--- src/rtl/axi_llc_pkg.sv ---
// rtl/axi_llc_pkg.sv - shared LLC types and constants for the way scrub scheduler
package axi_llc_pkg;

    localparam int unsigned DataMacroLatency = 2;

    // Outcome of a scrub arrives after the data macro read plus the ECC check stages.
    localparam int unsigned ScrubObserveCycles = DataMacroLatency + 2;

    typedef enum logic [1:0] {
        IDLE    = 2'd0,
        WAIT    = 2'd1,
        ARM     = 2'd2,
        OBSERVE = 2'd3
    } scrub_sched_state_e;

endpackage

--- src/rtl/axi_llc_way_scrub_sched_popcount.sv ---
// rtl/axi_llc_way_scrub_sched_popcount.sv - population count of an error pulse vector
module axi_llc_way_scrub_sched_popcount #(
    parameter int unsigned Width      = 4,
    parameter int unsigned CountWidth = $clog2(Width + 1)
) (
    input  logic [Width-1:0]      data,
    output logic [CountWidth-1:0] count
);

    always_comb begin
        count = '0;
        for (int i = 0; i < Width; i++) begin
            count = count + CountWidth'(data[i]);
        end
    end

endmodule

--- src/rtl/axi_llc_way_scrub_sched.sv ---
// rtl/axi_llc_way_scrub_sched.sv - round-robin ECC scrub trigger scheduler with error accounting
module axi_llc_way_scrub_sched
    import axi_llc_pkg::*;
#(
    parameter int unsigned NumWays       = 8,
    parameter int unsigned NumGran       = 1,
    parameter int unsigned IntervalWidth = 16,
    parameter int unsigned ObserveCycles = ScrubObserveCycles,
    parameter int unsigned CntWidth      = 16
) (
    input  logic                         clk_i,
    input  logic                         rst_i,
    input  logic                         enable_i,
    input  logic [IntervalWidth-1:0]     interval_i,
    input  logic                         clear_i,
    input  logic [NumWays-1:0]           way_busy_i,
    output logic [NumWays*NumGran-1:0]   scrub_trigger_o,
    input  logic [NumWays*NumGran-1:0]   scrubber_fix_i,
    input  logic [NumWays*NumGran-1:0]   scrub_uncorrectable_i,
    output logic [CntWidth-1:0]          fix_cnt_o,
    output logic [CntWidth-1:0]          unc_cnt_o,
    output logic [NumWays-1:0]           fault_ways_o,
    output logic                         sweep_done_o,
    output logic                         busy_o
);

    localparam int unsigned NumPairs = NumWays * NumGran;
    localparam int unsigned PtrWidth = (NumPairs > 1) ? $clog2(NumPairs) : 1;
    localparam int unsigned ObsWidth = (ObserveCycles > 1) ? $clog2(ObserveCycles) : 1;
    localparam int unsigned PopWidth = $clog2(NumPairs + 1);
    localparam int unsigned SumWidth = CntWidth + PopWidth;

    localparam logic [PtrWidth-1:0] LastPtr = PtrWidth'(NumPairs - 1);
    localparam logic [ObsWidth-1:0] ObsLoad = ObsWidth'(ObserveCycles - 1);
    localparam logic [SumWidth-1:0] CntMax  = {{PopWidth{1'b0}}, {CntWidth{1'b1}}};

    scrub_sched_state_e state_q, state_d;
    logic [IntervalWidth-1:0] ival_q, ival_d;
    logic [ObsWidth-1:0]      obs_q, obs_d;
    logic [PtrWidth-1:0]      ptr_q, ptr_d;
    logic [NumPairs-1:0]      trig_q, trig_d;
    logic                     sweep_q, sweep_d;

    logic [NumPairs-1:0] pair_busy;
    logic [NumWays-1:0]  unc_way;
    logic                fire;

    // Flat pair index p maps to way p / NumGran.
    for (genvar p = 0; p < NumPairs; p++) begin : g_pair
        assign pair_busy[p] = way_busy_i[p / NumGran];
    end

    for (genvar w = 0; w < NumWays; w++) begin : g_way
        assign unc_way[w] = |scrub_uncorrectable_i[w*NumGran +: NumGran];
    end

    // Error accounting
    logic [PopWidth-1:0] fix_pop, unc_pop;
    logic [CntWidth-1:0] fix_cnt_q, unc_cnt_q;
    logic [NumWays-1:0]  fault_q;
    logic [SumWidth-1:0] fix_sum, unc_sum;
    logic [CntWidth-1:0] fix_sat, unc_sat;

    axi_llc_way_scrub_sched_popcount #(
        .Width      (NumPairs),
        .CountWidth (PopWidth)
    ) i_fix_popcount (
        .data  (scrubber_fix_i),
        .count (fix_pop)
    );

    axi_llc_way_scrub_sched_popcount #(
        .Width      (NumPairs),
        .CountWidth (PopWidth)
    ) i_unc_popcount (
        .data  (scrub_uncorrectable_i),
        .count (unc_pop)
    );

    assign fix_sum = {{PopWidth{1'b0}}, fix_cnt_q} + {{CntWidth{1'b0}}, fix_pop};
    assign unc_sum = {{PopWidth{1'b0}}, unc_cnt_q} + {{CntWidth{1'b0}}, unc_pop};
    assign fix_sat = (fix_sum > CntMax) ? {CntWidth{1'b1}} : fix_sum[CntWidth-1:0];
    assign unc_sat = (unc_sum > CntMax) ? {CntWidth{1'b1}} : unc_sum[CntWidth-1:0];

    // State register
    always_ff @(posedge clk_i) begin
        if (rst_i) begin
            state_q   <= IDLE;
            ival_q    <= '0;
            obs_q     <= '0;
            ptr_q     <= '0;
            trig_q    <= '0;
            sweep_q   <= 1'b0;
            fix_cnt_q <= '0;
            unc_cnt_q <= '0;
            fault_q   <= '0;
        end else begin
            state_q <= state_d;
            ival_q  <= ival_d;
            obs_q   <= obs_d;
            ptr_q   <= ptr_d;
            trig_q  <= trig_d;
            sweep_q <= sweep_d;
            if (clear_i) begin
                fix_cnt_q <= '0;
                unc_cnt_q <= '0;
                fault_q   <= '0;
            end else begin
                fix_cnt_q <= fix_sat;
                unc_cnt_q <= unc_sat;
                fault_q   <= fault_q | unc_way;
            end
        end
    end

    // Next-state logic
    always_comb begin
        state_d = state_q;
        ival_d  = ival_q;
        obs_d   = obs_q;
        ptr_d   = ptr_q;
        unique case (state_q)
            IDLE: begin
                if (enable_i) begin
                    state_d = WAIT;
                    ival_d  = interval_i;
                end
            end
            WAIT: begin
                if (!enable_i) begin
                    state_d = IDLE;
                end else if (ival_q == '0) begin
                    state_d = ARM;
                end else begin
                    ival_d = ival_q - IntervalWidth'(1);
                end
            end
            ARM: begin
                if (!enable_i) begin
                    state_d = IDLE;
                end else if (!pair_busy[ptr_q]) begin
                    state_d = OBSERVE;
                    obs_d   = ObsLoad;
                end
            end
            OBSERVE: begin
                // The observation window always runs to completion, even when disabled.
                if (obs_q == '0) begin
                    ptr_d = (ptr_q == LastPtr) ? '0 : ptr_q + PtrWidth'(1);
                    if (enable_i) begin
                        state_d = WAIT;
                        ival_d  = interval_i;
                    end else begin
                        state_d = IDLE;
                    end
                end else begin
                    obs_d = obs_q - ObsWidth'(1);
                end
            end
            default: state_d = IDLE;
        endcase
    end

    // Output logic
    always_comb begin
        fire    = (state_q == ARM) && enable_i && !pair_busy[ptr_q];
        trig_d  = '0;
        trig_d[ptr_q] = fire;
        sweep_d = (state_q == OBSERVE) && (obs_q == '0) && (ptr_q == LastPtr);
        busy_o  = (state_q != IDLE);
    end

    assign scrub_trigger_o = trig_q;
    assign sweep_done_o    = sweep_q;
    assign fix_cnt_o       = fix_cnt_q;
    assign unc_cnt_o       = unc_cnt_q;
    assign fault_ways_o    = fault_q;

endmodule

--- config.mk ---
export PLATFORM = sky130hd
export DESIGN_NAME = axi_llc_way_scrub_sched
export DESIGN_NICKNAME = d
export VERILOG_FILES = /design/src/rtl/axi_llc_pkg.sv /design/src/rtl/axi_llc_way_scrub_sched_popcount.sv /design/src/rtl/axi_llc_way_scrub_sched.sv
export SDC_FILE = /design/constraint.sdc
export NUM_CORES = 1
export LEC_CHECK = 0
export CELL_PAD_IN_SITES_DETAIL_PLACEMENT = 1
export CELL_PAD_IN_SITES_GLOBAL_PLACEMENT = 1
export CORE_UTILIZATION = 38
export CTS_BUF_LIST = sky130_fd_sc_hd__clkbuf_2
export DETAILED_ROUTE_END_ITERATION = 10
export PLACE_DENSITY = 0.82
export SKIP_LAST_GASP = 1
export SLEW_MARGIN = 20
export SYNTH_ARGS = -nofsm -noshare
export SYNTH_HDL_FRONTEND = slang
export SYNTH_SLANG_ARGS = --single-unit
--- constraint.sdc ---
create_clock -name clk_i -period 5 [get_ports clk_i]
set_input_delay 0.5 -clock clk_i [delete_from_list [all_inputs] [get_ports clk_i]]
set_output_delay 0.5 -clock clk_i [all_outputs]
set_load 0.02 [all_outputs]
[Yosys cells after proc, flatten, opt, wreduce, memory -nomap -nowiden]
Cells that the tools add are included.
Cells by class
  add/sub/neg operators: 19
  $lt $le $gt $ge: 4
  eq/ne operators: 13
  mux-type cells: 23
  bitwise gates (word level): 2
  reductions and logical operators: 17
Operators with widths (number)
  $mux W16: 6
  $add A4 B1 Y4: 12
  $pmux W16 S3: 1
  $add A16 B4 Y17: 2
  $gt A17 B16 Y1 const B: 2
  $logic_not A16 Y1: 1
  $mux W2: 8
  $sub A16 B1 Y16 const B: 1
  $ne A2 B2 Y1 const B: 7
  $reduce_and A4 Y1: 3
  $and A8 B8 Y8: 1
  $or A8 B8 Y8: 1
  $pmux W2 S4: 1
  $ne A3 B3 Y1 const B: 2
  $logic_and A1 B1 Y1: 5
  $add A1 B1 Y2: 2
  $eq A2 B2 Y1 const B: 2
  $logic_not A2 Y1: 2
  $lt A3 B4 Y1 const B: 1
  $pmux W2 S2: 1
  $reduce_bool A2 Y1: 2
  $add A3 B1 Y3 const B: 1
  $bmux W1 S3: 1
  $demux W1 S3: 1
  other kinds (10): 12
Storage, ports and cells
  bits in registers: 72
  bits of input ports: 44
  logic and storage cells: 87

[Depth between registers and ports, before layout]
Gate-level depths: netlist of run 1.
  depth after elaboration: 10
  depth in mapped cells: 15

[Hierarchy]
A second synthesis of run 1 with hierarchy kept.
Unflattened totals
  cell total of the unflattened synthesis: 469
  area, all modules: 3935.0 um^2
By module, submodules not included
  axi_llc_way_scrub_sched: times used 1, cells an instance 421, area each 3554.7 um^2, sequential area each 1441.4 um^2
  axi_llc_way_scrub_sched_popcount: times used 2, cells an instance 24, area each 190.2 um^2, sequential area each 0.0 um^2

[Worst setup path after synthesis of run 1]
No wires, ideal clock.
  kind: input -> register
  start: input scrubber_fix_i[0]
  end: register fix_cnt_q[10], in the netlist fix_cnt_o[10]
  arrival: 4.079 ns
  data required time: 4.867 ns
  setup slack: 0.788 ns
  stages: 14
  path buffers: 1
  cell sequence: ha_1 -> inv_1 -> fa_1 -> fa_1 -> fa_1 -> fa_1 -> xnor2_1 -> ha_1 -> nor2b_1 -> o31a_1 -> and3_1 -> nand3_1 -> clkbuf_1 -> a21oi_1
Between the ends
  longest elaborated chain between the ends: 10
RTL lines
  start, declared: RTL line axi_llc_way_scrub_sched.sv:18  | input logic [NumWays*NumGran-1:0] scrubber_fix_i,
  $add A1 B1 Y2 *: RTL line axi_llc_way_scrub_sched_popcount.sv:13  | count = count + CountWidth'(data[i]);
  $add A4 B1 Y4 * (6 in a row): RTL line axi_llc_way_scrub_sched_popcount.sv:13
  $add A16 B4 Y17 *: RTL line axi_llc_way_scrub_sched.sv:80  | assign fix_sum = {{PopWidth{1'b0}}, fix_cnt_q} + {{CntWidth{1'b0}}, fix_pop};
  $gt A17 B16 Y1: RTL line axi_llc_way_scrub_sched.sv:82  | assign fix_sat = (fix_sum > CntMax) ? {CntWidth{1'b1}} : fix_sum[CntWidth-1:0];
  $mux W16 *: RTL line axi_llc_way_scrub_sched.sv:82
  end signal, assigned: RTL line axi_llc_way_scrub_sched.sv:109  | fix_cnt_q <= fix_sat;
  end, declared: RTL line axi_llc_way_scrub_sched.sv:59  | logic [CntWidth-1:0] fix_cnt_q, unc_cnt_q;
Mark *: on every way between the ends. The rest lies on a longest branch, timed or not.
A chain may end at the register's enable or synchronous reset.

[Worst setup path in the final report of run 1]
  start: input scrub_uncorrectable_i[0]
  end: register unc_cnt_q[4], in the netlist unc_cnt_o[4]
Between the ends
  longest elaborated chain between the ends: 10
RTL lines
  start, declared: RTL line axi_llc_way_scrub_sched.sv:19  | input logic [NumWays*NumGran-1:0] scrub_uncorrectable_i,
  $add A1 B1 Y2 *: RTL line axi_llc_way_scrub_sched_popcount.sv:13
  $add A4 B1 Y4 * (6 in a row): RTL line axi_llc_way_scrub_sched_popcount.sv:13
  $add A16 B4 Y17 *: RTL line axi_llc_way_scrub_sched.sv:81  | assign unc_sum = {{PopWidth{1'b0}}, unc_cnt_q} + {{CntWidth{1'b0}}, unc_pop};
  $gt A17 B16 Y1: RTL line axi_llc_way_scrub_sched.sv:83  | assign unc_sat = (unc_sum > CntMax) ? {CntWidth{1'b1}} : unc_sum[CntWidth-1:0];
  $mux W16 *: RTL line axi_llc_way_scrub_sched.sv:83
  end signal, assigned: RTL line axi_llc_way_scrub_sched.sv:110  | unc_cnt_q <= unc_sat;
  end, declared: RTL line axi_llc_way_scrub_sched.sv:59
Marked as above.

==> results of run 1 <==
## final timing paths
path,startpoint,endpoint,slack (ns),depth (start not counted)
hold reg to reg,fault_ways_o[7],fault_ways_o[7],0.49,2
setup reg to reg,ival_q[0],ival_q[0],2.56,7
hold / removal,fault_ways_o[7],fault_ways_o[7],0.49,2
setup / recovery,scrub_uncorrectable_i[0],unc_cnt_o[4],0.56,13
## cells by family after synthesis
group / count (synthesis)
buf+inv: 60
compound gates: 116
xor+xnor: 20
mux: 7
simple gates: 165
flops: 72
fa+ha+maj: 28
## registers in the layout (all words and copies together) (netlist names)
register and count:
fault_ways_o 8, state_q 2, sweep_done_o 1, ptr_q 3
obs_q 2, fix_cnt_o 16, scrub_trigger_o 8, ival_q 16
unc_cnt_o 16
## worst max-delay path: stages
cell             delay [ns]
clkdlybuf4s50_1        0.44
ha_1                   0.30
inv_1                  0.05
fa_1                   0.51
fa_1                   0.43
fa_1                   0.42
fa_1                   0.51
fa_1                   0.46
nor2b_1                0.17
o21a_1                 0.18
o21ai_0                0.11
or3_1                  0.57
a21oi_1                0.22
## cell usage after synthesis (2+ instances only)
cell type	n	area share, %
dfxtp_1	72	37
nor2_1	52	5.0
a21oi_1	51	6.6
inv_1	42	4.1
nand2_1	42	4.1
o21ai_0	19	2.5
ha_1	18	5.8
nand3_1	15	1.9
clkbuf_1	14	1.4
nor3_1	12	1.5
xor2_1	11	2.5
fa_1	10	5.2
xnor2_1	9	2.0
o21ai_1	8	1.0
nand2b_1	6	0.97
nor2b_1	6	0.97
o21a_1	6	1.2
a211oi_1	5	0.97
mux2i_1	5	1.3
nor4_1	5	0.81
a21o_1	4	0.77
a31oi_1	4	0.65
and3_1	4	0.65
nand3b_1	3	0.58
nor3b_1	3	0.58
o211ai_1	3	0.58
o31ai_1	3	0.58
and4_1	2	0.45
mux4_2	2	1.2
nand4_1	2	0.32
nor4b_1	2	0.45
or2_2	2	0.32
or3_1	2	0.32
## layout by cell type, fill, tap and decap left out, types with 4 or more instances in the layout
| cell | n |
|---|---|
| o21ai_0 | 19 |
| a21o_1 | 4 |
| buf_4 | 6 |
| a211oi_1 | 5 |
| nor2_1 | 52 |
| fa_1 | 10 |
| a21oi_1 | 51 |
| xnor2_1 | 9 |
| xor2_1 | 11 |
| o21ai_1 | 8 |
| dfxtp_1 | 72 |
| nand3_1 | 15 |
| o21a_1 | 6 |
| nand2_1 | 42 |
| clkdlybuf4s50_1 | 93 |
| nor4_1 | 5 |
| inv_1 | 42 |
| ha_1 | 18 |
| nor2b_1 | 6 |
| nand2b_1 | 6 |
| nor3_1 | 12 |
| clkbuf_2 | 9 |
| and3_1 | 4 |
| a31oi_1 | 4 |
| mux2i_1 | 5 |
## layout make-up
type,instances,area (µm²),area share [%]
clock buffer,9,45.0,0.896
clock inverter,7,46.3,0.920
timing repair buffer,99,976,19.4
sequential,72,1440,28.7
tap,133,166,3.31
inverter,42,158,3.13
multi-input combinational,336,2200,43.7
## metal layers
metal  vias up  share of wire [%]  global-route usage, %
met2        72                 51                   39.2
met3         8                4.0                   4.68
met5         -                  0                      0
met4         0               0.67                   6.07
li1       1791                  -                      -
met1      1743                 44                   25.7
## metrics by stage
step,instances,setup WS [ns],hold slack (ns)
2_1_floorplan,468,0.788,0.437
3_3_place_gp,682,0.231,0.446
3_5_place_dp,682,0.00794,0.463
4_1_cts,698,0.596,0.491
5_1_grt,698,0.468,0.519
6_report,698,0.559,0.487
## power groups by stage
stage	logic (mW)	registers (mW)	clock network, mW
after floorplan	0.233	0.652	0
after global placement	0.364	0.636	0
after detailed placement	0.388	0.637	0
after CTS	0.392	0.626	0.301
after global routing	0.435	0.630	0.326
final	0.388	0.626	0.286
==> impl_metrics.py, run 1 <==
metrics = {
    "outcome": {
        "status": "complete, no violations",
    },
    "clock_network": {
        "post_cts.repair.setup_buffers": 0,
        "numClockSinks": 72,
        "h-tree-depth": 3,
        "cts-root-buf": "clkbuf_2",
        "cts_made_buffers": 9,
        "hold_buffers": 0,
        "clockBufferDepth": 2,
        "ctsResizeCount": 0,
        "insertion_delay_ns": 0.52,
        "clk_pin_slew_ns": 0.19,
        "cts_tree": "done",
    },
    "timing": {
        "finalHoldViolCount": 0,
        "fmax_mhz": 225,
        "max_slew_margin_pct": 41.5,
        "setup_viol_count_final": 0,
        "fin_tns_setup_ns": 0,
        "worstMarginPinSlew_ns": 0.875,
        "drv_slew": 0,
        "period_share_pct": 88.8,
        "fin_crit_ns": 4.44,
        "rsz0062_at_grt": "false",
        "clock_skew_ns": 0.0337,
    },
    "power_and_ir_drop": {
        "switching_share_pct": 34.9,
        "combPwrFrac_pct": 29.8,
        "p_leak_nw": 1.95,
        "switching_power_uw": 454,
        "peakVddDrop_mv": 0.123,
        "cellInternalPower_uw": 846,
        "power_frac_clock_pct": 22.0,
        "power.density_nw_per_um2": 258,
        "pwr-share-seq_pct": 48.2,
        "power_mw": 1.30,
    },
    "placed_design": {
        "place_congestion": 0.858,
        "place_area_um2": 4940,
        "dpl.hpwl_mm": 8.24,
        "port_buffers": 93,
    },
    "routing": {
        "drtIter0Drc": 102,
        "wl_mm": 10.9,
        "antenna_left": 0,
        "wl_per_cell_um": 15.6,
        "via_per_inst": 5.18,
        "first_pass_iters": 4,
        "vias": 3614,
        "drc": 0,
    },
    "global_routing": {
        "antenna_found_initial": 0,
        "overflow": 0,
        "grt_pass1_wl_mm": 17.9,
        "grt_pass1_vias": 3724,
        "grt_use_total_pct": 21.7,
        "grt_max_degree": 39,
    },
    "logic_synthesis": {
        "synth_fa_ha_area_share_pct": 11.0,
        "synth-compound-area-share_pct": 18.0,
        "synth_top_family_by_area": "simple AND/OR/NAND/NOR gates",
        "syn_avg_cell_area_um2": 8.28,
        "synth_top_flop_cell": "dfxtp_1",
        "synth_area_um2": 3880,
        "synth-async-reset-ratio_pct": 0,
        "synth.area.mux_share_pct": 2.45,
        "ys_ff_latch": 72,
        "synth-simple-area-share_pct": 20.7,
        "synthXorXnorAreaFrac_pct": 4.52,
        "netlist_instances": 468,
        "synth_edf_count": 0,
        "synth_cell_types": 57,
        "syn_nets": 540,
        "ys_seq_area_share_pct": 37.2,
        "synth_warnings": 0,
    },
    "floorplanning": {
        "die_y_um": 103,
        "dieArea_um2": 10600,
        "core_um2": 9820,
        "die_w_um": 103,
        "placementRows": 36,
        "initial_core_util_pct": 39.5,
        "ios": 94,
    },
    "worst_setup_path": {
        "cp.required_ns": 5.43,
        "cp.arrival_ns": 4.87,
        "worstSetupStartpointType": "input pin",
        "path_class": "in2reg",
        "end_kind": "flip-flop",
        "path_max_fanout": 12,
    },
    "run": {
        "maxCapViolations": 0,
    },
    "min_path": {
        "hp-class": "reg2reg",
    },
    "layout": {
        "syn_to_final_growth_pct": 29.8,
        "final_util_pct": 51.2,
        "drive_gt1_share_pct": 5.66,
        "fillerInstances": 1224,
        "finalNetCount": 632,
        "fin_area_um2": 5030,
        "diodes": 0,
    },
}
Note: power is estimated with default switching activity, not from simulation.
==> run 2, diff against run 1 <==
--- a/config.mk
+++ b/config.mk
@@ -5,6 +5,7 @@
 export SDC_FILE = /design/constraint.sdc
 export NUM_CORES = 1
 export LEC_CHECK = 0
+export ABC_AREA = 0
 export CELL_PAD_IN_SITES_DETAIL_PLACEMENT = 1
 export CELL_PAD_IN_SITES_GLOBAL_PLACEMENT = 1
 export CORE_UTILIZATION = 38
==> results of run 2 <==
The final DEF is identical to that of run 1; final timing and power are the same.
